File: src/rtl/axi_burst_arbiter.sv
// Two-port round-robin arbiter/sequencer for the AXI burst master: grants one
// requester, launches its burst, watches the channel handshakes and returns status.
module axi_burst_arbiter #(
   parameter int TIMEOUT = 1023
) (
   input  logic         clk,
   input  logic         rst,
   input  logic         req0_valid,
   input  logic         req1_valid,
   input  logic         req0_write,
   input  logic         req1_write,
   input  logic [15:0]  req0_cmd,
   input  logic [15:0]  req1_cmd,
   input  logic [127:0] req0_wdata,
   input  logic [127:0] req1_wdata,
   output logic         req0_ready,
   output logic         req1_ready,
   output logic         done0,
   output logic         done1,
   output logic         done_err,
   output logic [4:0]   done_beats,
   output logic         rd_beat_valid,
   output logic [7:0]   rd_beat_data,
   output logic         rd_beat_owner,
   output logic         busy,
   output logic         en,
   output logic         en_,
   output logic [15:0]  tb_R,
   output logic [15:0]  tb_W,
   output logic [127:0] INDATA,
   input  logic         rvalid,
   input  logic         rready,
   input  logic         rlast,
   input  logic [7:0]   rdata,
   input  logic         bvalid,
   input  logic         bready,
   input  logic [4:0]   bresp
);

   typedef enum logic [2:0] {S_IDLE, S_GRANT, S_LAUNCH, S_WAIT, S_DONE} state_t;

   // Last WAIT cycle index (counter value) before a forced timeout completion.
   localparam logic [9:0] TO_LAST = 10'(TIMEOUT - 1);

   state_t        state;
   logic          last;
   logic          owner;
   logic          is_write;
   logic [9:0]    tcnt;
   logic [4:0]    beats;

   logic          win;
   logic          sel_wr;
   logic [15:0]   sel_cmd;
   logic [127:0]  sel_data;
   logic          rd_hs;
   logic [4:0]    beats_nxt;
   logic          cmpl;
   logic          tmo;

   function automatic logic [4:0] sat_inc(input logic [4:0] v);
      return (v == 5'd31) ? v : v + 5'd1;
   endfunction

   always_comb begin
      win       = (req0_valid & req1_valid) ? ~last : req1_valid;
      sel_wr    = win ? req1_write : req0_write;
      sel_cmd   = win ? req1_cmd   : req0_cmd;
      sel_data  = win ? req1_wdata : req0_wdata;
      rd_hs     = rvalid & rready & ~is_write;
      beats_nxt = rd_hs ? sat_inc(beats) : beats;
      cmpl      = is_write ? (bvalid & bready) : (rd_hs & rlast);
      tmo       = (tcnt == TO_LAST);
   end

   always_ff @(posedge clk) begin
      if (rst) begin
         state         <= S_IDLE;
         last          <= 1'b1;
         owner         <= 1'b0;
         is_write      <= 1'b0;
         tcnt          <= '0;
         beats         <= '0;
         req0_ready    <= 1'b0;
         req1_ready    <= 1'b0;
         done0         <= 1'b0;
         done1         <= 1'b0;
         done_err      <= 1'b0;
         done_beats    <= '0;
         rd_beat_valid <= 1'b0;
         rd_beat_data  <= '0;
         rd_beat_owner <= 1'b0;
         busy          <= 1'b0;
         en            <= 1'b0;
         en_           <= 1'b0;
         tb_R          <= '0;
         tb_W          <= '0;
         INDATA        <= '0;
      end else begin
         req0_ready    <= 1'b0;
         req1_ready    <= 1'b0;
         done0         <= 1'b0;
         done1         <= 1'b0;
         rd_beat_valid <= 1'b0;
         en            <= 1'b0;
         en_           <= 1'b0;
         case (state)
            S_IDLE: begin
               if (req0_valid | req1_valid) begin
                  state         <= S_GRANT;
                  busy          <= 1'b1;
                  owner         <= win;
                  rd_beat_owner <= win;
                  req0_ready    <= ~win;
                  req1_ready    <= win;
                  is_write      <= sel_wr;
                  tb_R          <= sel_wr ? 16'd0 : sel_cmd;
                  tb_W          <= sel_wr ? sel_cmd : 16'd0;
                  INDATA        <= sel_wr ? sel_data : 128'd0;
               end
            end
            S_GRANT: begin
               state <= S_LAUNCH;
               en    <= ~is_write;
               en_   <= is_write;
            end
            S_LAUNCH: begin
               state <= S_WAIT;
               tcnt  <= '0;
               beats <= '0;
            end
            S_WAIT: begin
               tcnt <= tcnt + 10'd1;
               if (rd_hs) begin
                  beats         <= beats_nxt;
                  rd_beat_valid <= 1'b1;
                  rd_beat_data  <= rdata;
               end
               // A completion on the timeout cycle still reports normal status.
               if (cmpl || tmo) begin
                  state      <= S_DONE;
                  done0      <= ~owner;
                  done1      <= owner;
                  done_beats <= beats_nxt;
                  done_err   <= cmpl ? (is_write & (bresp != 5'd0)) : 1'b1;
               end
            end
            S_DONE: begin
               state      <= S_IDLE;
               busy       <= 1'b0;
               last       <= owner;
               done_err   <= 1'b0;
               done_beats <= '0;
               tb_R       <= '0;
               tb_W       <= '0;
               INDATA     <= '0;
            end
            default: state <= S_IDLE;
         endcase
      end
   end

endmodule
File: config.mk
export PLATFORM = sky130hd
export DESIGN_NAME = axi_burst_arbiter
export DESIGN_NICKNAME = d
export VERILOG_FILES = /design/src/rtl/axi_burst_arbiter.sv
export SDC_FILE = /design/constraint.sdc
export NUM_CORES = 1
export LEC_CHECK = 0
export CAP_MARGIN = 20
export CELL_PAD_IN_SITES_DETAIL_PLACEMENT = 0
export CELL_PAD_IN_SITES_GLOBAL_PLACEMENT = 2
export CORE_MARGIN = 2
export CORE_UTILIZATION = 21
export CTS_CLUSTER_DIAMETER = 40
export DETAILED_ROUTE_END_ITERATION = 10
export GPL_TIMING_DRIVEN = 0
export PLACE_DENSITY = 0.92
export SYNTH_ARGS = -nofsm -noshare
export SYNTH_HDL_FRONTEND = slang
export SYNTH_SLANG_ARGS = --single-unit
File: constraint.sdc
create_clock -name clk -period 2.4 [get_ports clk]
set_input_delay 0.24 -clock clk [delete_from_list [all_inputs] [get_ports clk]]
set_output_delay 0.24 -clock clk [all_outputs]
set_load 0.01 [all_outputs]
==> impl_metrics.toml <==
[route]
drt_iter0_drc = 483
totalWireLength_um = 42800
drt_drc_violations_left = 0
routed-via-count = 10034
postRouteAntennaNets = 0
drt_pass1_iterations = 5
detail_route.vias_per_cell = 4.52
wire_per_inst_um = 19.3

[sta]
fin_crit_ns = 2.25
final.period_utilization_pct = 93.8
worst_clock_skew_ns = 0.0213
timing.final.hold_violations = 0
timing.hold.ws_ns = 0.248
finalSetupViolations = 0
transition_time_at_the_pin_with_the_least_slew_margin_ns = 1.04
slew_headroom_pct = 30.8
finalMaxSlewViolations = 0
max_clock_freq_ghz = 0.444

[yosys]
synth.avg_cell_area_um2 = 8.65
synth-seq-area-share_pct = 44.0
synth_edf_count = 0
synth.net_count = 1383
synth-async-reset-ratio_pct = 0
syn-instance-count = 1068
synth.yosys.warnings = 0
postSynth.topFlopCell = "sky130_fd_sc_hd__dfxtp_1"
number_of_distinct_standard_cells_referenced_by_the_synthesized_netlist = 45
synthesis.area_um2 = 9240
number_of_register_bits_inferred_by_synthesis = 203

[worst_setup_path]
critical_path_peak_fanout = 10
worstSetupStartpointType = "flop"
worstPathRequired_ns = 2.86
crit_arrival_ns = 2.71
crit_path_end_kind = "flop"
timing.setup.critical_path_class = "reg -> reg"

[placement]
place.detailed.hpwl_um = 33300
dpl_cell_area_um2 = 14900
port-buffer-count = 493
placed_cells_incl_taps = 2147
gp_routability_congestion = 0.850

[floorplan]
die_area_um2 = 45700
core-area_um2 = 43300
placement_rows = 76
fp.dieH_um = 214
initial_core_util_pct = 21.4
boundaryPins = 495
die_x_um = 214

[power]
total_power_mw = 11.4
power_density_nw_per_um2 = 702
worst_ir_drop_vdd_v = 0.000378
cellLeakagePower_nw = 5.69

[hold_path]
min_path_type = "in -> reg"

[final_layout]
finished_core_util_pct = 37.7
layout-drive-gt1-share_pct = 16.2
design.final.nets = 1919
stdcell_area_um2 = 16300
final_cell_count_no_fill = 2222
area_growth_pct = 76.5

[clock_tree]
clock_tree.root_cell = "sky130_fd_sc_hd__clkbuf_16"
h-tree-depth = 2
clock_latency_ns = 0.54
cts_sinks = 203
post-cts-setup-buffer-count = 0
clock_tree.buffer_depth = 3
tritoncts_clock_tree = "built"
cts_buffer_count = 40
cts.reportedPaths.clkPinSlew_ns = 0.05

[global_route]
globalRouteTotalUtil_pct = 17.9
grt_pass1_wl_um = 60600
grt_max_degree = 12
gr-total-overflow = 0
first_global_vias = 10127
grt_antenna_before_repair = 3

[run_status]
run_status = "complete, no violations"

[run]
max-cap-violations = 0
[synth_stat cells, types with 3 or more instances]
library cell	count	share of area (%)
sky130_fd_sc_hd__a21oi_1	164	8.9
sky130_fd_sc_hd__a32oi_1	16	1.5
sky130_fd_sc_hd__and3_1	4	0.27
sky130_fd_sc_hd__and4b_1	3	0.33
sky130_fd_sc_hd__buf_1	6	0.24
sky130_fd_sc_hd__buf_2	39	2.1
sky130_fd_sc_hd__clkbuf_1	50	2.0
sky130_fd_sc_hd__dfxtp_1	203	44
sky130_fd_sc_hd__ha_1	3	0.41
sky130_fd_sc_hd__mux2_2	140	17
sky130_fd_sc_hd__mux2i_1	8	0.87
sky130_fd_sc_hd__nand2_1	169	6.9
sky130_fd_sc_hd__nand3_1	152	8.2
sky130_fd_sc_hd__nand4_1	5	0.34
sky130_fd_sc_hd__nor2_1	34	1.4
sky130_fd_sc_hd__nor3_1	7	0.38
sky130_fd_sc_hd__nor3b_1	4	0.33
sky130_fd_sc_hd__o211ai_1	4	0.33
sky130_fd_sc_hd__o21ai_0	7	0.38
sky130_fd_sc_hd__o2bb2ai_1	6	0.57
sky130_fd_sc_hd__or2_2	3	0.20
sky130_fd_sc_hd__or3_1	4	0.27
sky130_fd_sc_hd__or4_1	5	0.41
[critical path: stages (launching register included)]
cell                      delay [ns]
sky130_fd_sc_hd__dfxtp_1        0.37
sky130_fd_sc_hd__or3_1          0.42
sky130_fd_sc_hd__nor2_1         0.21
sky130_fd_sc_hd__buf_2          0.42
sky130_fd_sc_hd__buf_1          0.41
sky130_fd_sc_hd__nand3_1        0.15
sky130_fd_sc_hd__a21oi_1        0.17
[final timing paths]
| kind | slack, ns | cells after the start | end | start |
|---|---|---|---|---|
| worst max-delay path | 0.15 | 6 | INDATA[52]$_SDFFE_PP0P_ | state[2]$_SDFFE_PP0P_ |
| worst min-delay path | 0.25 | 3 | rd_beat_data[7]$_SDFFE_PP0P_ | rdata[7] |
| worst max register to register | 0.15 | 6 | INDATA[52]$_SDFFE_PP0P_ | state[2]$_SDFFE_PP0P_ |
| worst min register to register | 0.45 | 2 | INDATA[122]$_SDFFE_PP0P_ | INDATA[122]$_SDFFE_PP0P_ |
[registers in the layout (all words and copies together), names as in the netlist, 3 cells and up]
name and cells:
tcnt 10, tb_W 16, INDATA 128, tb_R 16
rd_beat_data 8, state 3, beats 5, done_beats 5
[kinds of logic after synthesis]
| kind of cell | after synthesis | synth area share [%] |
|---|---|---|
| buffers and inverters | 97 | 4.47 |
| AO/OA/AOI/OAI | 216 | 13.3 |
| AND/OR/NAND/NOR | 401 | 19.9 |
| multiplexers | 148 | 17.9 |
| adder cells (fa/ha/maj) | 3 | 0.406 |
| flip-flops | 203 | 44.0 |
[layer usage]
metal	wire [um]	up-vias	track usage, %
met5	8	-	0
met4	1200	2	7.04
met3	3250	64	4.36
met2	21300	418	32.2
met1	17100	4661	20.3
li1	-	4889	-
[area by class of cell]
class,count,area (um^2)
fill,4389,27000
timing repair buffer,495,4950
multi-input combinational,768,4770
sequential,203,4060
clock buffer,53,1130
tap,585,732
buffer,94,420
clock inverter,20,230
inverter,2,7.51
antenna,2,5.00
[cells in the final DEF, fill, tap and decap left out, drive strengths merged, types with 3 or more instances in the layout]
| master | n |
|---|---|
| buf | 47 |
| or2 | 4 |
| clkinv | 15 |
| or3 | 4 |
| o211ai | 4 |
| clkdlybuf4s50 | 493 |
| ha | 3 |
| nand3 | 152 |
| and4b | 3 |
| dfxtp | 203 |
| a21boi | 3 |
| o21ai | 7 |
| mux2i | 8 |
| nor3 | 7 |
| a32oi | 16 |
| a21oi | 164 |
| nand2 | 169 |
| or4 | 5 |
| o2bb2ai | 6 |
| clkbuf | 102 |
| nand4 | 5 |
| mux2 | 140 |
| nor2 | 34 |
| bufinv | 3 |
| inv | 3 |
| and3 | 4 |
| nor3b | 4 |
[per-stage QoR]
step / TNS (ns) / setup slack, ns
floorplan: 0 / 0.670
global placement: -175.12 / -1.55
detailed placement: -97.55 / -0.983
CTS: 0 / 0.0301
global route: -0.00129 / -0.00129
finish: 0 / 0.149
[what timing repair did]
item                       in CTS  in global routing
gates resized for setup         9                  9
cloned                          0                  0
pin swaps                       0                  0
hold buffers                    0                  0
setup endpoints to repair     144                 65
[report_power, final]
group	switching [mW]	internal (mW)	leakage (nW)	total (mW)
clock network	1.91	3.65	0.672	5.56
logic	1.08	1.14	3.37	2.21
registers	0.105	3.57	1.65	3.67
total	3.09	8.35	5.69	11.4
Power figures use the tool's default switching activity.
